File: src/rtl/dmac_cfg_pkg.sv
// Shared definitions for the DMA configuration register block:
// register word offsets, STATUS bit positions and the sequencing FSM states.
package dmac_cfg_pkg;

  localparam int unsigned OFS_VERSION = 32'h000;
  localparam int unsigned OFS_SRC     = 32'h100;
  localparam int unsigned OFS_DST     = 32'h104;
  localparam int unsigned OFS_LEN     = 32'h108;
  localparam int unsigned OFS_CMD     = 32'h10C;
  localparam int unsigned OFS_STATUS  = 32'h110;
  localparam int unsigned OFS_INTEN   = 32'h114;

  localparam int unsigned ST_DONE     = 0;
  localparam int unsigned ST_IRQ_PEND = 1;
  localparam int unsigned ST_BUSY_ERR = 2;

  typedef enum logic [1:0] {
    IDLE  = 2'd0,
    START = 2'd1,
    BUSY  = 2'd2
  } cfg_state_t;

endpackage

File: src/rtl/dmac_cfg_apb.sv
// APB register block in front of the DMA engine: holds SRC/DST/LEN, fires a
// one-cycle start pulse, tracks engine busy/done and raises a maskable irq.
//
// state | meaning
// IDLE  | engine idle; config writable, CMD start accepted when LEN != 0
// START | start_o high for this single cycle; engine done not yet valid
// BUSY  | waiting for done_i; config writes rejected with pslverr
module dmac_cfg_apb
  import dmac_cfg_pkg::*;
#(
  parameter logic [31:0] VERSION = 32'h0001_2024,
  parameter int unsigned ADDR_W  = 12
) (
  input  logic              clk,
  input  logic              rst,
  input  logic              psel_i,
  input  logic              penable_i,
  input  logic [ADDR_W-1:0] paddr_i,
  input  logic              pwrite_i,
  input  logic [31:0]       pwdata_i,
  output logic              pready_o,
  output logic [31:0]       prdata_o,
  output logic              pslverr_o,
  output logic [31:0]       src_addr_o,
  output logic [31:0]       dst_addr_o,
  output logic [15:0]       byte_len_o,
  output logic              start_o,
  input  logic              done_i,
  output logic              irq_o
);

  cfg_state_t  state_q;
  logic        start_q;
  logic [31:0] src_q, src_d;
  logic [31:0] dst_q, dst_d;
  logic [15:0] len_q, len_d;
  logic        inten_q, inten_d;
  logic        irq_pend_q, irq_pend_d;
  logic        busy_err_q, busy_err_d;
  logic        irq_q, irq_d;
  logic [31:0] prdata_q, prdata_d;

  logic [ADDR_W-1:0] addr_w;
  logic hit_version, hit_src, hit_dst, hit_len, hit_cmd, hit_status, hit_inten;
  logic mapped, is_idle, setup_rd, access, wr, cfg_blocked, cmd_start, done_evt;
  logic [31:0] status_vec, rd_data;
  logic        unused_addr_lsb;

  assign addr_w          = {paddr_i[ADDR_W-1:2], 2'b00};
  assign unused_addr_lsb = ^paddr_i[1:0];

  assign hit_version = (addr_w == ADDR_W'(OFS_VERSION));
  assign hit_src     = (addr_w == ADDR_W'(OFS_SRC));
  assign hit_dst     = (addr_w == ADDR_W'(OFS_DST));
  assign hit_len     = (addr_w == ADDR_W'(OFS_LEN));
  assign hit_cmd     = (addr_w == ADDR_W'(OFS_CMD));
  assign hit_status  = (addr_w == ADDR_W'(OFS_STATUS));
  assign hit_inten   = (addr_w == ADDR_W'(OFS_INTEN));
  assign mapped      = hit_version | hit_src | hit_dst | hit_len |
                       hit_cmd | hit_status | hit_inten;

  assign is_idle     = (state_q == IDLE);
  assign setup_rd    = psel_i & ~penable_i & ~pwrite_i;
  assign access      = psel_i & penable_i;
  assign wr          = access & pwrite_i;
  // Config registers are frozen while the engine owns them.
  assign cfg_blocked = ~is_idle & (hit_src | hit_dst | hit_len);
  assign cmd_start   = wr & hit_cmd & pwdata_i[0];
  assign done_evt    = (state_q == BUSY) & done_i;

  assign pready_o  = 1'b1;
  assign pslverr_o = access & (~mapped | (pwrite_i & cfg_blocked));

  always_comb begin
    status_vec              = '0;
    status_vec[ST_DONE]     = is_idle;
    status_vec[ST_IRQ_PEND] = irq_pend_q;
    status_vec[ST_BUSY_ERR] = busy_err_q;
    rd_data                 = '0;
    if (hit_version)     rd_data = VERSION;
    else if (hit_src)    rd_data = src_q;
    else if (hit_dst)    rd_data = dst_q;
    else if (hit_len)    rd_data = {16'd0, len_q};
    else if (hit_status) rd_data = status_vec;
    else if (hit_inten)  rd_data = {31'd0, inten_q};
  end

  always_comb begin
    src_d      = src_q;
    dst_d      = dst_q;
    len_d      = len_q;
    inten_d    = inten_q;
    if (wr && is_idle && hit_src) src_d = pwdata_i;
    if (wr && is_idle && hit_dst) dst_d = pwdata_i;
    if (wr && is_idle && hit_len) len_d = pwdata_i[15:0];
    if (wr && hit_inten)          inten_d = pwdata_i[0];
    // Set terms are OR-ed in last so a same-edge set beats a W1C clear.
    irq_pend_d = (irq_pend_q & ~(wr & hit_status & pwdata_i[ST_IRQ_PEND])) | done_evt;
    busy_err_d = (busy_err_q & ~(wr & hit_status & pwdata_i[ST_BUSY_ERR])) |
                 (cmd_start & ~is_idle);
    irq_d      = irq_pend_q & inten_q;
    prdata_d   = setup_rd ? rd_data : prdata_q;
  end

  always_ff @(posedge clk) begin
    if (rst) begin
      src_q      <= '0;
      dst_q      <= '0;
      len_q      <= '0;
      inten_q    <= 1'b0;
      irq_pend_q <= 1'b0;
      busy_err_q <= 1'b0;
      irq_q      <= 1'b0;
      prdata_q   <= '0;
    end else begin
      src_q      <= src_d;
      dst_q      <= dst_d;
      len_q      <= len_d;
      inten_q    <= inten_d;
      irq_pend_q <= irq_pend_d;
      busy_err_q <= busy_err_d;
      irq_q      <= irq_d;
      prdata_q   <= prdata_d;
    end
  end

  // done_i is ignored in START: the engine still reports idle on that cycle.
  always_ff @(posedge clk) begin
    if (rst) begin
      state_q <= IDLE;
      start_q <= 1'b0;
    end else begin
      start_q <= 1'b0;
      case (state_q)
        IDLE: begin
          if (cmd_start && (len_q != 16'd0)) begin
            state_q <= START;
            start_q <= 1'b1;
          end
        end
        START:   state_q <= BUSY;
        BUSY:    if (done_i) state_q <= IDLE;
        default: state_q <= IDLE;
      endcase
    end
  end

  assign prdata_o   = prdata_q;
  assign src_addr_o = src_q;
  assign dst_addr_o = dst_q;
  assign byte_len_o = len_q;
  assign start_o    = start_q;
  assign irq_o      = irq_q;

endmodule

File: config.mk
export PLATFORM = sky130hd
export DESIGN_NAME = dmac_cfg_apb
export DESIGN_NICKNAME = d
export VERILOG_FILES = /design/src/rtl/dmac_cfg_pkg.sv /design/src/rtl/dmac_cfg_apb.sv
export SDC_FILE = /design/constraint.sdc
export NUM_CORES = 1
export LEC_CHECK = 0
export CELL_PAD_IN_SITES_DETAIL_PLACEMENT = 1
export CELL_PAD_IN_SITES_GLOBAL_PLACEMENT = 2
export CORE_UTILIZATION = 26
export DETAILED_ROUTE_END_ITERATION = 16
export PLACE_DENSITY_LB_ADDON = 0.05
export SYNTH_ARGS = -nofsm -noshare
export SYNTH_HDL_FRONTEND = slang
export SYNTH_SLANG_ARGS = --single-unit
export TNS_END_PERCENT = 10
File: constraint.sdc
create_clock -name clk -period 2.49 [get_ports clk]
set_clock_uncertainty 0.15 [all_clocks]
set_input_delay 0.498 -clock clk [delete_from_list [all_inputs] [get_ports clk]]
set_output_delay 0.498 -clock clk [all_outputs]
set_load 0.005 [all_outputs]
* Word-level counts from Yosys, hierarchy flattened
Cells that the tools add are included.
Word-level totals: flip-flop bits (word level) 119, bits of input ports 50, logic and storage cells 75, output and inout port bits 116
Cells by class: equal/unequal tests 10, reduce and logical (&&, ||, !) cells 11, bitwise gates (word level) 34, muxes and demuxes 10
Operators by type and width (count):
- $mux 32 | 3
- $eq 10x7->1 const B | 6
- $and 1x1->1 | 17
- $mux 16 | 1
- $reduce_bool 16->1 | 1
- $logic_not 12->1 | 1
- $or 1x1->1 | 11
- $logic_and 1x1->1 | 6
- $not 1->1 | 6
- $pmux 2 s3 | 1
- $mux 2 | 2
- $mux 3 | 1
- $eq 2x1->1 const B | 1
- $eq 2x2->1 const B | 1
- $logic_not 2->1 | 1
- $mux 1 | 2
- $ne 2x1->1 const B | 1
- $ne 2x2->1 const B | 1
- $reduce_and 2->1 | 1
- $reduce_or 2->1 | 1

* Depth between registers and ports, before layout
Gate-level depths: netlist of the first run.
word-level depth 10, depth in mapped cells 7, depth with buffers taken out 4

* Worst setup path before layout of the first run
Ideal clock, no wire load.
path kind input -> output, start point in paddr_i[8], end point out pslverr_o, data arrival time 1514 ps, setup slack 328 ps, cell stages on the path 5, cell sequence buf_4 nor4b_4 nand2_1 nor3_1 o311a_1
Between the ends: longest elaborated chain between the ends 10, elaborated cells between the ends (all ways) 20
Ends and longest elaborated chain:
- start: declaration | line dmac_cfg_apb.sv:18 | input logic [ADDR_W-1:0] paddr_i,
- $eq 10x7->1 or $logic_not 12->1 (tied branches) | line dmac_cfg_apb.sv:53, dmac_cfg_apb.sv:52
- $or 1x1->1 (4 in a row) | line dmac_cfg_apb.sv:59 | assign mapped = hit_version | hit_src | hit_dst | hit_len |
- $or 1x1->1 (2 in a row) | line dmac_cfg_apb.sv:60 | hit_cmd | hit_status | hit_inten;
- $not 1->1 | line dmac_cfg_apb.sv:72 | assign pslverr_o = access & (~mapped | (pwrite_i & cfg_blocked));
- $or 1x1->1 (*) | line dmac_cfg_apb.sv:72
- $and 1x1->1 (*) | line dmac_cfg_apb.sv:72
- end: declaration | line dmac_cfg_apb.sv:23 | output logic pslverr_o,
Every way passes the cells marked *; elsewhere a longest branch is shown, timed or not.

* Worst setup path after layout of the first run
start point in paddr_i[7], end point reg prdata_q[5] (netlist: prdata_o[5])
Between the ends: longest elaborated chain between the ends 5, elaborated cells between the ends (all ways) 8
Ends and longest elaborated chain:
- $eq 10x7->1 | line dmac_cfg_apb.sv:55 | assign hit_len = (addr_w == ADDR_W'(OFS_LEN));
- $mux 16 | line dmac_cfg_apb.sv:83 | else if (hit_len) rd_data = {16'd0, len_q};
- $mux 32 | line dmac_cfg_apb.sv:82 | else if (hit_dst) rd_data = dst_q;
- $mux 32 | line dmac_cfg_apb.sv:81 | else if (hit_src) rd_data = src_q;
- $mux 32 (*) | line dmac_cfg_apb.sv:80 | if (hit_version) rd_data = VERSION;
- end signal: assignment | line dmac_cfg_apb.sv:123 | prdata_q <= prdata_d;
- end: declaration | line dmac_cfg_apb.sv:41 | logic [31:0] prdata_q, prdata_d;
Marked as above. A chain may end at the register's enable or synchronous reset.

==> results of run 1 <==
worst register-to-register path, stage by stage (launching register included):
cell	delay (ns)
dfxtp_1	0.31
buf_4	0.16
nor4bb_1	0.40
and4_1	0.34
buf_12	0.21
nand2_1	0.09
a21oi_1	0.14
cells in the mapped netlist, types with 3 or more instances:
cell type	count	area share
a21oi_1	67	0.068
a22o_1	12	0.021
a22oi_1	15	0.023
and3_1	5	0.0064
and4_1	3	0.0054
buf_2	10	0.010
buf_4	3	0.0046
clkbuf_1	27	0.021
dfxtp_1	119	0.49
inv_1	3	0.0023
mux2i_1	29	0.059
nand2_1	168	0.13
nand2b_1	3	0.0038
nand4_1	4	0.0051
nor2_1	28	0.021
nor3_1	5	0.0051
nor4_1	8	0.010
nor4b_1	4	0.0071
o21ai_0	18	0.018
o21ai_2	10	0.018
final cells by class:
class	count	area share
clock buffers	21	0.06144
clock inverters	9	0.007026
inverters	3	0.001471
multi-input cells	417	0.3085
flip-flops and latches	119	0.3111
well taps	229	0.03742
repair buffers	214	0.2730
logic make-up after synthesis:
group | share of synthesized area
AND/OR/NAND/NOR | 0.2308
AO/OA/AOI/OAI | 0.1830
flip-flops | 0.4861
buffers and inverters | 0.04008
multiplexers | 0.05923
other | 0.0007652
registers in the layout (all words and copies together), names as in the netlist:
signal and flops:
dst_addr_o 32, busy_err_q 1, irq_pend_q 1, src_addr_o 32, inten_q 1, prdata_o 32
state_q 2, irq_o 1, start_o 1, byte_len_o 16
per-layer routing:
layer  share of wire  track usage  routed length, um
met3           0.041      0.04405                812
met2            0.47       0.3531               9372
met5               0            0                  0
met4           0.012      0.06023                229
met1            0.47       0.2661               9362
final timing paths:
kind | start | endpoint | slack (ns) | cells after the start
worst max-delay path | paddr_i[7] | prdata_o[5]$_SDFFE_PP0P_ | 0.1 | 14
worst min-delay path | inten_q$_SDFFE_PP0P_ | irq_o$_SDFF_PP0_ | 0.29 | 2
worst max register to register | state_q[1]$_SDFFE_PP0P_ | src_addr_o[27]$_SDFFE_PP0P_ | 0.63 | 6
worst min register to register | inten_q$_SDFFE_PP0P_ | irq_o$_SDFF_PP0_ | 0.29 | 2
metrics by stage:
stage               TNS [ns]  instance area [um2]
global route               0                 7657
CTS                        0                 7676
floorplan                  0                 4901
detailed placement    -15.03                 7058
finish                     0                 7657
global placement      -11.03                 7058
repair_timing:
item	in CTS	in global routing
setup endpoints to repair	1	4
gates resized for setup	28	9
hold buffers	0	0
endpoints found under the hold margin	0	0
gates cloned	0	0
buffers inserted	12	1
pin swaps	6	4
power groups by stage:
stage	Clock [mW]	Combinational [mW]	Sequential, mW
finish	2.19	0.254	1.91
global route	2.32	0.272	1.91
CTS	2.23	0.255	1.91
detailed placement	0	0.255	1.95
global placement	0	0.252	1.95
floorplan	0	0.0840	1.95
==> results.toml, run 1 <==
[outcome]
status = "finished, final reports clean"

[sta]
setup-violations-final = 0
hold_viol = 0
finalCriticalPeriod_ns = 2.394
rsz0062_at_grt = "no"
fin_ws_ns = 0.09647
period_share = 0.9613
slew_viol_final = 0
fin_hold_ws_ns = 0.2895
clock.fmax_ghz = 0.4178

[logic_synthesis]
seq_area_frac_synth = 0.4861
synth_seq_cells = 119
synth_async_sr_flop_share = 0
syn_avg_cell_area_um2 = 8.450
syn_nets = 630
synth-main-ff-cell = "dfxtp_1"
synthesis.area_um2 = 4901
synth_edf_count = 0
ys_types = 48
netlist_instances = 580
ys_warn_count = 0

[place]
place_hpwl_mm = 13.32
dp.cells = 970
post-place-ws_ns = -0.5703
gp_congestion = 0.8523
port_buffers = 162

[clocking]
cts_made_buffers = 17
htreeDepth = 4
cts_sinks = 119
cts_tree = "built"
cts.clk_slew.worst_paths_ns = 0.06
cts.path.max_buffers = 2
clock_latency_ns = 0.41
cts-root-buf = "clkbuf_16"

[power_and_ir_drop]
p_total_mw = 4.350
p_seq_frac = 0.439
intPower_mw = 3.348
ir_drop_uv = 467.2
leakagePower_nw = 2.743
power_density_nw_per_um2 = 568.1
combinationalPowerShare = 0.058
sw_frac_of_total = 0.2305
p_switching_mw = 1.003
clkPwrFrac = 0.502

[drt]
wl_per_cell_um = 19.54
drtIter0Drc = 161
ant_nets = 0
drc = 0
viasPerCell = 4.939
vias = 4998
first_pass_iters = 4
wl_mm = 19.78

[worst_setup_path]
crit_arrival_ns = 2.58
required_ns = 2.67
cp_common_cell = "buf_4"
cp_cell_sequence = "buf_2 > nor4b_4 > nand2_1 > buf_4 > buf_4 > buf_4 > buf_4 > buf_4 > buf_4 > buf_4 > buf_4 > buf_4 > o22a_1 > a211oi_2"
setup.worst_path.end_class = "flip-flop"
worst-path-buf-inv = 10
start_kind = "input port"
cpPeakStageDelay_ns = 0.31
crit_path_max_fanout = 3
cpMaxStageDelayCell = "nor4b_4"
path_class = "input port to flip-flop"
crit_family = "buffers and inverters"

[cells_and_area]
ff_latch_area_um2 = 2382
layout_common_cells = "nand2_1 (168), clkdlybuf4s50_1 (150), dfxtp_1 (119), a21oi_1 (67), buf_4 (43)"
fin_cells = 1012
drive_gt1_frac = 0.1481
final_common_cell = "nand2_1"
fillers = 2097
multi_input_area_um2 = 2362
num_antenna_cells = 0
nNetsFinal = 822
syn_to_final_growth_pct = 56.24
final_util = 0.4205

[die]
die_width_um = 139.3
io-pin-count = 166
start_util = 0.2692
die_h_um = 139.3
die_area_um2 = 19400
rows = 49
core_area_um2 = 18210

[job]
drv_cap = 0

[grt]
grt_pass1_wl_mm = 31.10
grt_overflow_total = 0
antenna_found_initial = 0
grt_pass1_vias = 5389
grt_usage = 0.2086
grt_max_degree = 37

[hold_path]
hp-class = "flip-flop to flip-flop"
Note: power is estimated with default switching activity, not from simulation.
==> run 2, diff against run 1 <==
--- a/config.mk
+++ b/config.mk
@@ -7,7 +7,8 @@
 export LEC_CHECK = 0
 export CELL_PAD_IN_SITES_DETAIL_PLACEMENT = 1
 export CELL_PAD_IN_SITES_GLOBAL_PLACEMENT = 2
-export CORE_UTILIZATION = 26
+export CORE_MARGIN = 1.5
+export CORE_UTILIZATION = 28
 export DETAILED_ROUTE_END_ITERATION = 16
 export PLACE_DENSITY_LB_ADDON = 0.05
 export SYNTH_ARGS = -nofsm -noshare
==> constraint.sdc (replaced) <==
create_clock -name clk -period 3.05 [get_ports clk]
set_clock_uncertainty 0.15 [all_clocks]
set_input_delay 0.61 -clock clk [delete_from_list [all_inputs] [get_ports clk]]
set_output_delay 0.61 -clock clk [all_outputs]
set_load 0.005 [all_outputs]
==> run 2 against run 1 <==
Against the previous run: cell count is 2.2% lower; routed wire length fell by 6.4%; register-to-register slack improved by 0.52 ns; largest cell class unchanged; highest routed layer unchanged.
==> results.toml, run 2 (synthesis results as in run 1) <==
[grt]
grt_usage = 0.2074
grt_pass1_wl_mm = 28.71
grt_max_degree = 56
grt_pass1_vias = 5206
grt_overflow_total = 0
antenna_found_initial = 0

[worst_setup_path]
r2r-end = "src_addr_o[3]$_SDFFE_PP0P_"
crit_arrival_ns = 2.11
path_class = "input port to output pin"
r2r_cells = 5
rr_startpoint = "state_q[1]$_SDFFE_PP0P_"
ff2ff_setup_slack_ns = 1.15
required_ns = 2.29
start_kind = "input port"
setup.worst_path.end_class = "output pin"
crit_path_max_fanout = 3

[power_and_ir_drop]
clkPwrFrac = 0.522
sw_frac_of_total = 0.2414
combinationalPowerShare = 0.053
leakagePower_nw = 2.626
power_density_nw_per_um2 = 489.6
ir_drop_uv = 373.1
intPower_mw = 2.787
p_seq_frac = 0.424
p_total_mw = 3.674
p_switching_mw = 0.8868

[cells_and_area]
nNetsFinal = 802
drive_gt1_frac = 0.1163
layout_common_cells = "nand2_1 (168), clkdlybuf4s50_1 (154), dfxtp_1 (119), a21oi_1 (67), mux2i_1 (29)"
finish.instance_area_um2 = 7505
syn_to_final_growth_pct = 53.13
final_common_cell = "nand2_1"
fillers = 2005
num_antenna_cells = 0

[hold_path]
min_to = "prdata_o[22]$_SDFFE_PP0P_"
hold_start = "prdata_o[22]$_SDFFE_PP0P_"
min_path_cells = 2
hp-class = "flip-flop to flip-flop"

[clocking]
cts_sinks = 119
cts-hold-fix-buffers = 0
htreeDepth = 4
cts-root-buf = "clkbuf_16"
cts.clk_slew.worst_paths_ns = 0.06
clock_latency_ns = 0.41
cts_made_buffers = 17
cts.path.max_buffers = 2
cts_tree = "built"

[place]
post_dp_cell_area_um2 = 6903
place_hpwl_mm = 13.07
port_buffers = 162
gp_congestion = 0.7982

[die]
rows = 48
core_area_um2 = 17180
io-pin-count = 166
die_h_um = 135.3
die_area_um2 = 18310
start_util = 0.2853
die_width_um = 135.3

[sta]
setup-violations-final = 0
clock.fmax_ghz = 0.3488
finalCriticalPeriod_ns = 2.867
slew_headroom = 0.5607
slew_viol_final = 0
period_share = 0.9399
setup_tns_ns = 0
hold_viol = 0
rsz0062_at_grt = "no"
worstMarginPinSlew_ns = 0.6577

[job]
drv_cap = 0

[drt]
first_pass_iters = 4
ant_nets = 0
wl_mm = 18.51
viasPerCell = 5.090
vias = 5039
wl_per_cell_um = 18.70
drtIter0Drc = 193
drc = 0

[outcome]
status = "finished, final reports clean"
run 2: worst max path at each step:
stage                      from   endpoint  slack [ns]  cells past startpoint
finish              paddr_i[11]  pslverr_o        0.18                      5
global route        paddr_i[11]  pslverr_o        0.11                      5
CTS                 paddr_i[11]  pslverr_o        0.19                      5
detailed placement  paddr_i[11]  pslverr_o       -0.17                      6
global placement    paddr_i[11]  pslverr_o       -0.16                      6
floorplan            paddr_i[8]  pslverr_o        0.66                      5
run 2: timing repair:
action	4_1_cts	5_1_grt
resized for setup	12	0
setup buffers	2	0
endpoints found under the setup margin	1	0
run 2: power groups by stage:
stage / registers [mW] / logic, mW / clock network [mW]
after detailed placement: 1.59 / 0.196 / 0
after floorplan: 1.59 / 0.0686 / 0
after global routing: 1.56 / 0.210 / 2.03
final: 1.56 / 0.196 / 1.92
after global placement: 1.59 / 0.194 / 0
after CTS: 1.56 / 0.198 / 1.96
run 2: worst max-delay path: stages:
cell             delay (ns)
clkdlybuf4s50_1        0.49
nor3_2                 0.29
nand2_1                0.11
o311a_1                0.35
dlygate4sd2_1          0.26
run 2: cell type report:
class | instances | area [um2] | area share
Timing Repair Buffer | 194 | 1904 | 0.2538
Clock buffer | 18 | 439.2 | 0.05852
Multi-Input combinational cell | 417 | 2359 | 0.3143
Clock inverter | 14 | 127.6 | 0.01701
Inverter | 3 | 11.26 | 0.001500
Tap cell | 225 | 281.5 | 0.03751
Sequential cell | 119 | 2382 | 0.3174
run 2: per-stage QoR:
step	instances	setup WS, ns	hold WS (ns)	utilization
3_3_place_gp	956	-0.1611	0.2850	0.4019
2_1_floorplan	580	0.6643	0.2724	-
6_report	990	0.1832	0.3037	0.4369
3_5_place_dp	956	-0.1681	0.2930	0.4019
4_1_cts	990	0.1863	0.3066	0.4369
5_1_grt	990	0.1115	0.3329	0.4369
run 2: layer usage:
layer  wire [um]  share of wire  global-route usage  up-vias
met5           0              0                   0        -
met1        8262           0.45              0.2523     2497
met2        8958           0.48              0.3523      150
met4         363          0.020             0.08542        0
met3         927          0.050             0.04789       34
li1            -              -                   -     2358
